`src/rtl/wshb_stream_sink.sv`:
```
// wshb_stream_sink
//   Wishbone B4 slave (registered feedback; classic and incrementing-burst
//   cycles) that terminates the internal stream bus. Writes to the DATA word
//   push into a FIFO, which a valid/ready port drains towards downstream logic.
//   When the FIFO is full, the slave withholds ack to stall the initiator.
//
// Address map (adr[3:2]):
//   0 DATA    write pushes dat_ms, read returns 0
//   1 STATUS  {13'b0, stall, full, empty, 0.., count}; writes acked and ignored
//   2 CTRL    write bit0 flushes the FIFO, bit1 clears the stall flag; reads 0
//   3         error termination
//
// Ports:
//   i_sys_clk, i_sys_rst_n         clock, asynchronous active-low reset
//   i_cyc, i_stb, i_we, i_adr,     Wishbone request (i_bte ignored,
//   i_dat_ms, i_sel, i_cti, i_bte  cti other than 010 treated as classic)
//   o_dat_sm, o_ack, o_err, o_rty  Wishbone response (o_rty tied 0)
//   o_out_data, o_out_valid,       FIFO head, drained on valid & ready
//   i_out_ready
module wshb_stream_sink #(
    parameter int unsigned DEPTH = 16,
    parameter int unsigned CNT_W = $clog2(DEPTH) + 1
) (
    input  logic        i_sys_clk,
    input  logic        i_sys_rst_n,
    input  logic        i_cyc,
    input  logic        i_stb,
    input  logic        i_we,
    input  logic [31:0] i_adr,
    input  logic [31:0] i_dat_ms,
    input  logic [3:0]  i_sel,
    input  logic [2:0]  i_cti,
    input  logic [1:0]  i_bte,
    output logic [31:0] o_dat_sm,
    output logic        o_ack,
    output logic        o_err,
    output logic        o_rty,
    output logic [31:0] o_out_data,
    output logic        o_out_valid,
    input  logic        i_out_ready
);

    localparam int unsigned PTR_W = $clog2(DEPTH);

    logic [31:0]      r_mem [DEPTH];
    logic [PTR_W-1:0] r_wptr;
    logic [PTR_W-1:0] r_rptr;
    logic [CNT_W-1:0] r_count;
    logic             r_ack;
    logic             r_err;
    logic             r_prev_incr;
    logic             r_stall;
    logic [31:0]      r_dat_sm;

    logic [1:0]  w_region;
    logic        w_presented;
    logic        w_err;
    logic        w_data_wr;
    logic        w_space;
    logic        w_hold;
    logic        w_ack;
    logic        w_push;
    logic        w_pop;
    logic        w_ctrl_wr;
    logic        w_flush;
    logic        w_incr;
    logic        w_empty;
    logic        w_full;
    logic [31:0] w_status;
    logic        w_unused;

    assign w_region = i_adr[3:2];
    assign w_incr   = (i_cti == 3'b010);
    assign w_empty  = (r_count == '0);
    assign w_full   = (r_count == CNT_W'(DEPTH));

    // A beat still on the bus during its own ack cycle is the same beat; only an
    // incrementing burst may present the next beat while the previous ack is high.
    assign w_presented = i_cyc & i_stb & (~(r_ack | r_err) | r_prev_incr);

    assign w_err     = w_presented & ((w_region == 2'd3) | (i_we & (i_sel != 4'hF)));
    assign w_data_wr = w_presented & ~w_err & i_we & (w_region == 2'd0);
    // Space is judged on the registered count, so a pop in the same cycle
    // does not let a full FIFO accept a push.
    assign w_space   = (r_count < CNT_W'(DEPTH));
    assign w_hold    = w_data_wr & ~w_space;
    assign w_ack     = w_presented & ~w_err & ~w_hold;
    assign w_push    = w_data_wr & w_space;
    assign w_ctrl_wr = w_ack & i_we & (w_region == 2'd2);
    assign w_flush   = w_ctrl_wr & i_dat_ms[0];
    assign w_pop     = ~w_empty & i_out_ready & ~w_flush;

    always_comb begin
        w_status            = '0;
        w_status[CNT_W-1:0] = r_count;
        w_status[16]        = w_empty;
        w_status[17]        = w_full;
        w_status[18]        = r_stall;
    end

    always_ff @(posedge i_sys_clk or negedge i_sys_rst_n) begin
        if (!i_sys_rst_n) begin
            r_ack       <= 1'b0;
            r_err       <= 1'b0;
            r_prev_incr <= 1'b0;
            r_stall     <= 1'b0;
            r_dat_sm    <= '0;
            r_wptr      <= '0;
            r_rptr      <= '0;
            r_count     <= '0;
        end else begin
            r_ack       <= w_ack;
            r_err       <= w_err;
            r_prev_incr <= (w_ack | w_err) & w_incr;

            if (w_ack & ~i_we) begin
                r_dat_sm <= (w_region == 2'd1) ? w_status : '0;
            end

            if (w_hold) begin
                r_stall <= 1'b1;
            end else if (w_ctrl_wr & i_dat_ms[1]) begin
                r_stall <= 1'b0;
            end

            if (w_flush) begin
                r_rptr  <= r_wptr;
                r_count <= '0;
            end else begin
                if (w_push) begin
                    r_wptr <= r_wptr + PTR_W'(1);
                end
                if (w_pop) begin
                    r_rptr <= r_rptr + PTR_W'(1);
                end
                if (w_push & ~w_pop) begin
                    r_count <= r_count + CNT_W'(1);
                end else if (w_pop & ~w_push) begin
                    r_count <= r_count - CNT_W'(1);
                end
            end
        end
    end

    // Storage needs no reset: the head is masked to 0 while the FIFO is empty.
    always_ff @(posedge i_sys_clk) begin
        if (w_push) begin
            r_mem[r_wptr] <= i_dat_ms;
        end
    end

    assign o_ack       = r_ack;
    assign o_err       = r_err;
    assign o_rty       = 1'b0;
    assign o_dat_sm    = r_dat_sm;
    assign o_out_valid = ~w_empty;
    assign o_out_data  = w_empty ? '0 : r_mem[r_rptr];

    assign w_unused = ^{i_bte, i_adr[31:4], i_adr[1:0]};

endmodule

```
`config.mk`:
```
export PLATFORM = sky130hd
export DESIGN_NAME = wshb_stream_sink
export DESIGN_NICKNAME = d
export VERILOG_FILES = /design/src/rtl/wshb_stream_sink.sv
export SDC_FILE = /design/constraint.sdc
export NUM_CORES = 1
export LEC_CHECK = 0
export CAP_MARGIN = 20
export CORE_UTILIZATION = 55
export CTS_CLUSTER_DIAMETER = 80
export CTS_CLUSTER_SIZE = 40
export DETAILED_ROUTE_END_ITERATION = 8
export PLACE_DENSITY = 0.82
export REMOVE_ABC_BUFFERS = 1
export SYNTH_ARGS = -nofsm -noshare
export SYNTH_HDL_FRONTEND = slang
export SYNTH_SLANG_ARGS = --single-unit
```
`constraint.sdc`:
```
create_clock -name i_sys_clk -period 5.8 [get_ports i_sys_clk]
set_input_delay 1.74 -clock i_sys_clk [delete_from_list [all_inputs] [get_ports i_sys_clk]]
set_output_delay 1.74 -clock i_sys_clk [all_outputs]
set_load 0.01 [all_outputs]
```
### Word level (Yosys, flattened, before mapping)

Memories as Yosys holds them, arrays and structs flattened.
Index checks and enable logic that the tools add are counted.
W data, S select, Z words.

| operators by class | value |
|---|---|
| $add $sub $neg | 4 |
| order comparisons | 1 |
| equal/unequal tests | 6 |
| multiplexer cells | 11 |
| bitwise operators | 33 |
| reductions and logical operators | 6 |

Operators by type and width:

| cell | number |
|---|---|
| $mux W32 | 1 |
| $and A1 B1 Y1 | 20 |
| $mux W19 | 1 |
| $mux W5 | 3 |
| $not A1 Y1 | 9 |
| $add A4 B1 Y4 const B | 2 |
| $mux W4 | 2 |
| $add A5 B1 Y5 const B | 1 |
| $eq A5 B5 Y1 const B | 1 |
| $logic_not A5 Y1 | 1 |
| $lt A5 B5 Y1 const B | 1 |
| $sub A5 B1 Y5 const B | 1 |
| $eq A2 B2 Y1 const B | 2 |
| $mux W1 | 4 |
| $ne A4 B4 Y1 const B | 1 |
| $or A1 B1 Y1 | 4 |
| $reduce_bool A2 Y1 | 2 |
| $eq A3 B2 Y1 const B | 1 |
| $reduce_bool A3 Y1 | 1 |
| $eq A2 B1 Y1 const B | 1 |
| $logic_not A2 Y1 | 1 |
| $reduce_and A2 Y1 | 1 |

| word-level totals | value |
|---|---|
| bits in registers | 49 |
| RAM bits | 512 |
| memories | 1 |

Memories:

| name | words | width | rd ports | clocked after memory_dff | wr ports | line | source |
|---|---|---|---|---|---|---|---|
| r_mem | 16 | 32 | 1 | 0 | 1 | 45 | `logic [31:0] r_mem [DEPTH];` |

### Depth between registers and ports, before layout

Gate-level depths: netlist of the first run.

| depth | value |
|---|---|
| depth after elaboration | 21 |
| mapped depth | 10 |

### Worst setup path before layout of the first run

OpenSTA, ideal clock, no wires.

| path | value |
|---|---|
| path type | input port to flip-flop |
| from | input i_adr[3] |
| to | memory r_mem[3][0], enable pin |
| library setup time | 461 ps |
| arrival time | 5154 ps |
| path slack | 185 ps |
| stages on the path | 6 |
| buffers on the path | 2 |
| cell sequence | buf_6 -> or4b_4 -> nor4_4 -> buf_4 -> nand2_1 -> nor3_1 |

| between the ends | value |
|---|---|
| word-level cells in the longest chain between the ends | 10 |

Ends and longest elaborated chain:

| what | line | source |
|---|---|---|
| from (decl) | 29 | `input logic [31:0] i_adr,` |
| $eq A2 B2 Y1 | 81 | `assign w_err = w_presented & ((w_region == 2'd3) \| (i_we & (i_sel != 4'hF)));` |
| $or A1 B1 Y1 | 81 |  |
| $and A1 B1 Y1 | 81 |  |
| $not A1 Y1 | 82 | `assign w_data_wr = w_presented & ~w_err & i_we & (w_region == 2'd0);` |
| $and A1 B1 Y1 (2 in series) | 82 |  |
| $and A1 B1 Y1 (*) | 82 |  |
| $and A1 B1 Y1 (*) | 88 | `assign w_push = w_data_wr & w_space;` |
| $mux W1 (*) | 147 | `if (w_push) begin` |
| $mux W1 (not written as such) (*) | 148 | `r_mem[r_wptr] <= i_dat_ms;` |
| to (decl) | 45 |  |

Every way passes the cells marked *; elsewhere a longest branch is shown, timed or not.

### Final worst setup path of the first run

| path | value |
|---|---|
| from | register r_count[0] |
| to | output o_out_data[12] |

| between the ends | value |
|---|---|
| word-level cells in the longest chain between the ends | 2 |

Ends and longest elaborated chain:

| what | line | source |
|---|---|---|
| from (decl) | 48 | `logic [CNT_W-1:0] r_count;` |
| from (signal assigned) | 137 | `r_count <= r_count + CNT_W'(1);` |
| from (signal assigned) | 139 | `r_count <= r_count - CNT_W'(1);` |
| $logic_not A5 Y1 | 74 | `assign w_empty = (r_count == '0);` |
| $mux W32 | 157 | `assign o_out_data = w_empty ? '0 : r_mem[r_rptr];` |
| to (decl) | 38 | `output logic [31:0] o_out_data,` |

No other way between the ends.

==> results_dict.tcl, run 1 <==
set metrics [dict create \
    outcome "finished clean" \
    fin_crit_ns 5.10 \
    period_share_pct 87.9 \
    synth_top_area_share_pct 73.2 \
    slew_violations 0 \
    crit_required_ns 4.06 \
    drt_first_iter_violations 961 \
    cts_buffer_depth 3 \
    synth_area_leaders "edfxtp_1 73%, mux4_2 14%, mux2i_1 3.3%" \
    grt_pass1_vias 10200 \
    end_kind "output port" \
    cts.hold.buffers_added 0 \
    grt_max_degree 41 \
    pwr-share-seq_pct 47.4 \
    p_int_w 0.00670 \
    hold_viol_final 0 \
    p_leak_nw 7.51 \
    synthMuxAreaShare_pct 17.1 \
    fin_nets 1161 \
    combPwrFrac_pct 31.8 \
    crit_arrival_ns 3.36 \
    post-place-ws_ns 1.01 \
    clock-sinks 537 \
    port_buffers 89 \
    drtAntennaViolNets 0 \
    clock_power_share_pct 20.8 \
    areaGrowthSynthToFinish_pct 11.7 \
    final_common_cell "edfxtp_1" \
    critPathLaunchType "flop" \
    worstMarginPinSlew_ns 0.693 \
    drive_above_1_share_pct 21.3 \
    clk_pin_slew_ns 0.12 \
    synth_compound_area_share_pct 1.86 \
    timing.final.ws_setup_ns 0.700 \
    ys_warn_count 0 \
    fin_tns_setup_ns 0 \
    yosys.area_share.simple_pct 1.96 \
    vdd_drop_max_uv 288 \
    wl_mm 42.1 \
    ys_seq_area_share_pct 76.1 \
    h-tree-depth 1 \
    pin_count 147 \
    postCtsResizedCells 0 \
    std_cell_rows 71 \
    route.detailed.drc 0 \
    synthCells 970 \
    finClkSkew_ns 0.0183 \
    gr-usage-all-layers_pct 22.1 \
    maxCapViolCount 0 \
    ys_types 48 \
    dp_hpwl_mm 23.8 \
    synth-seq-cells 537 \
    synth_edf_count 512 \
    grt_pass1_wl_mm 62.7 \
    die_w_um 197 \
    vias_per_cell 6.21 \
    synth_area_leader_cell "edfxtp_1" \
    p_sw_w 0.00278 \
    total_power_w 0.00948 \
    power.density_nw_per_um2 404 \
    clk_latency_ns 0.56 \
    path_class "reg -> out" \
    overflow 0 \
    diodes 0 \
    slew-limit-headroom_pct 53.8 \
    cts_made_buffers 20 \
    synthAdderAreaFrac_pct 0.631 \
    yosys.area_share.xor_xnor_pct 0.327 \
    path_max_fanout 11 \
    critical_path.max_stage_delay_ns 0.62 \
    slowest_stage "or4_4" \
    finalSetupViolCount 0 \
    clockRootBuffer "clkbuf_16" \
    placed_cell_area_um2 22700 \
    rsz0062_at_grt "false" \
    max_freq_mhz 196 \
    wl_per_cell_um 26.4 \
    route.vias.total 9887 \
    place_congestion 0.752 \
    fp.dieArea_um2 39000 \
    synth_top_family_by_area "multiplexers" \
    cts_tree "yes" \
    dieHeight_um 197 \
    worstPathCellList "or4_4 > or2_2 > nand2_2 > buf_4 > o22ai_1 > clkdlybuf4s50_1" \
    avgSynthCellArea_um2 21.7 \
    post_cts_buffers 0 \
    synthFlopType "edfxtp_1" \
    initial_utilization_pct 55.8 \
    antenna_found_initial 1 \
    hold_path_class "reg -> reg" \
    final_cell_mix "512 x edfxtp_1, 128 x mux4_2, 89 x clkdlybuf4s50_1, 69 x mux2i_1, 35 x buf_4" \
    first_pass_iters 5 \
    coreArea_um2 37700 \
    synthesis.area_um2 21000 \
    swShare_pct 29.3 \
    fin_area_um2 23500 \
    async_flop_share_pct 4.66 \
]
==> worst max-delay path: cells and delay by family, from the launching register on <==
| kind | cells | cell delay [ns] |
|---|---|---|
| flops | 1 | 0.47 |
| simple gates | 3 | 1.33 |
| buf+inv | 2 | 0.83 |
| compound gates | 1 | 0.17 |
==> cell type report <==
| cell class | instances | area, µm² |
|---|---|---|
| fill | 2534 | 14200 |
| timing repair buffer | 131 | 1290 |
| tap | 511 | 639 |
| clock buffer | 21 | 526 |
| sequential | 537 | 16000 |
| multi-input combinational | 380 | 4800 |
| clock inverter | 11 | 210 |
| inverter | 2 | 7.51 |
==> Yosys cell counts, drive strengths merged, types with 7 or more instances <==
cell type and instances:
edfxtp 512, mux4 128, mux2i 69, buf 54, o22ai 32, nand2 30, dfrtp 25, clkbuf 21
nor2 15, o21ai 10, ha 9, nand2b 7
==> registers in the layout, indices dropped and copies added, names as in the netlist <==
signal and count:
o_err 1, r_count 5, r_stall 1, r_rptr 4, r_wptr 4, o_ack 1, r_mem 512, r_prev_incr 1
o_dat_sm 8
==> metrics by stage <==
step                hold slack, ns  utilization [%]  cells
floorplan                    0.478                -    919
global route                 0.543             62.4   1593
global placement             0.471             60.4   1561
detailed placement           0.492             60.4   1561
CTS                          0.524             62.4   1593
finish                       0.526             62.4   1593
==> layer usage <==
metal / track usage, % / vias up / part of all wire [%]
li1: - / 4157 / -
met1: 31.4 / 5210 / 40
met2: 37.0 / 464 / 51
met3: 2.75 / 54 / 6.9
met4: 5.20 / 2 / 2.1
met5: 0 / - / 0.028
==> cell families after synthesis <==
kind of cell / Yosys count
AND/OR/NAND/NOR: 80
buffers and inverters: 77
XOR/XNOR: 7
AO/OA/AOI/OAI: 60
multiplexers: 198
flip-flops: 537
other: 1
adder cells (fa/ha/maj): 10
==> final timing paths <==
| check | start | end | slack [ns] | depth (start not counted) |
|---|---|---|---|---|
| max in group asynchronous | i_sys_rst_n | r_rptr[0]$_DFFE_PN0P_ | 3.98 | 2 |
| worst max-delay path | r_count[0]$_DFFE_PN0P_ | o_out_data[12] | 0.70 | 6 |
| worst max register to register | r_count[0]$_DFFE_PN0P_ | r_count[4]$_DFFE_PN0P_ | 2.79 | 8 |
| worst min register to register | o_dat_sm[17]$_DFFE_PN0P_ | o_dat_sm[17]$_DFFE_PN0P_ | 0.53 | 2 |
| worst min-delay path | o_dat_sm[17]$_DFFE_PN0P_ | o_dat_sm[17]$_DFFE_PN0P_ | 0.53 | 2 |
| min in group asynchronous | i_sys_rst_n | r_count[3]$_DFFE_PN0P_ | 1.54 | 2 |
==> power by group through the flow <==
stage	combinational, W	clock [W]	sequential (W)
global route	0.00324	0.00211	0.00451
CTS	0.00307	0.00199	0.00449
finish	0.00302	0.00197	0.00449
detailed placement	0.00305	0	0.00458
global placement	0.00298	0	0.00458
floorplan	0.00193	0	0.00481
Power figures use the tool's default switching activity.
==> run 2, diff against run 1 <==
SLEW_MARGIN = 30   (was unset)
==> results of run 2 <==
The final DEF is identical to that of run 1; final timing and power are the same.
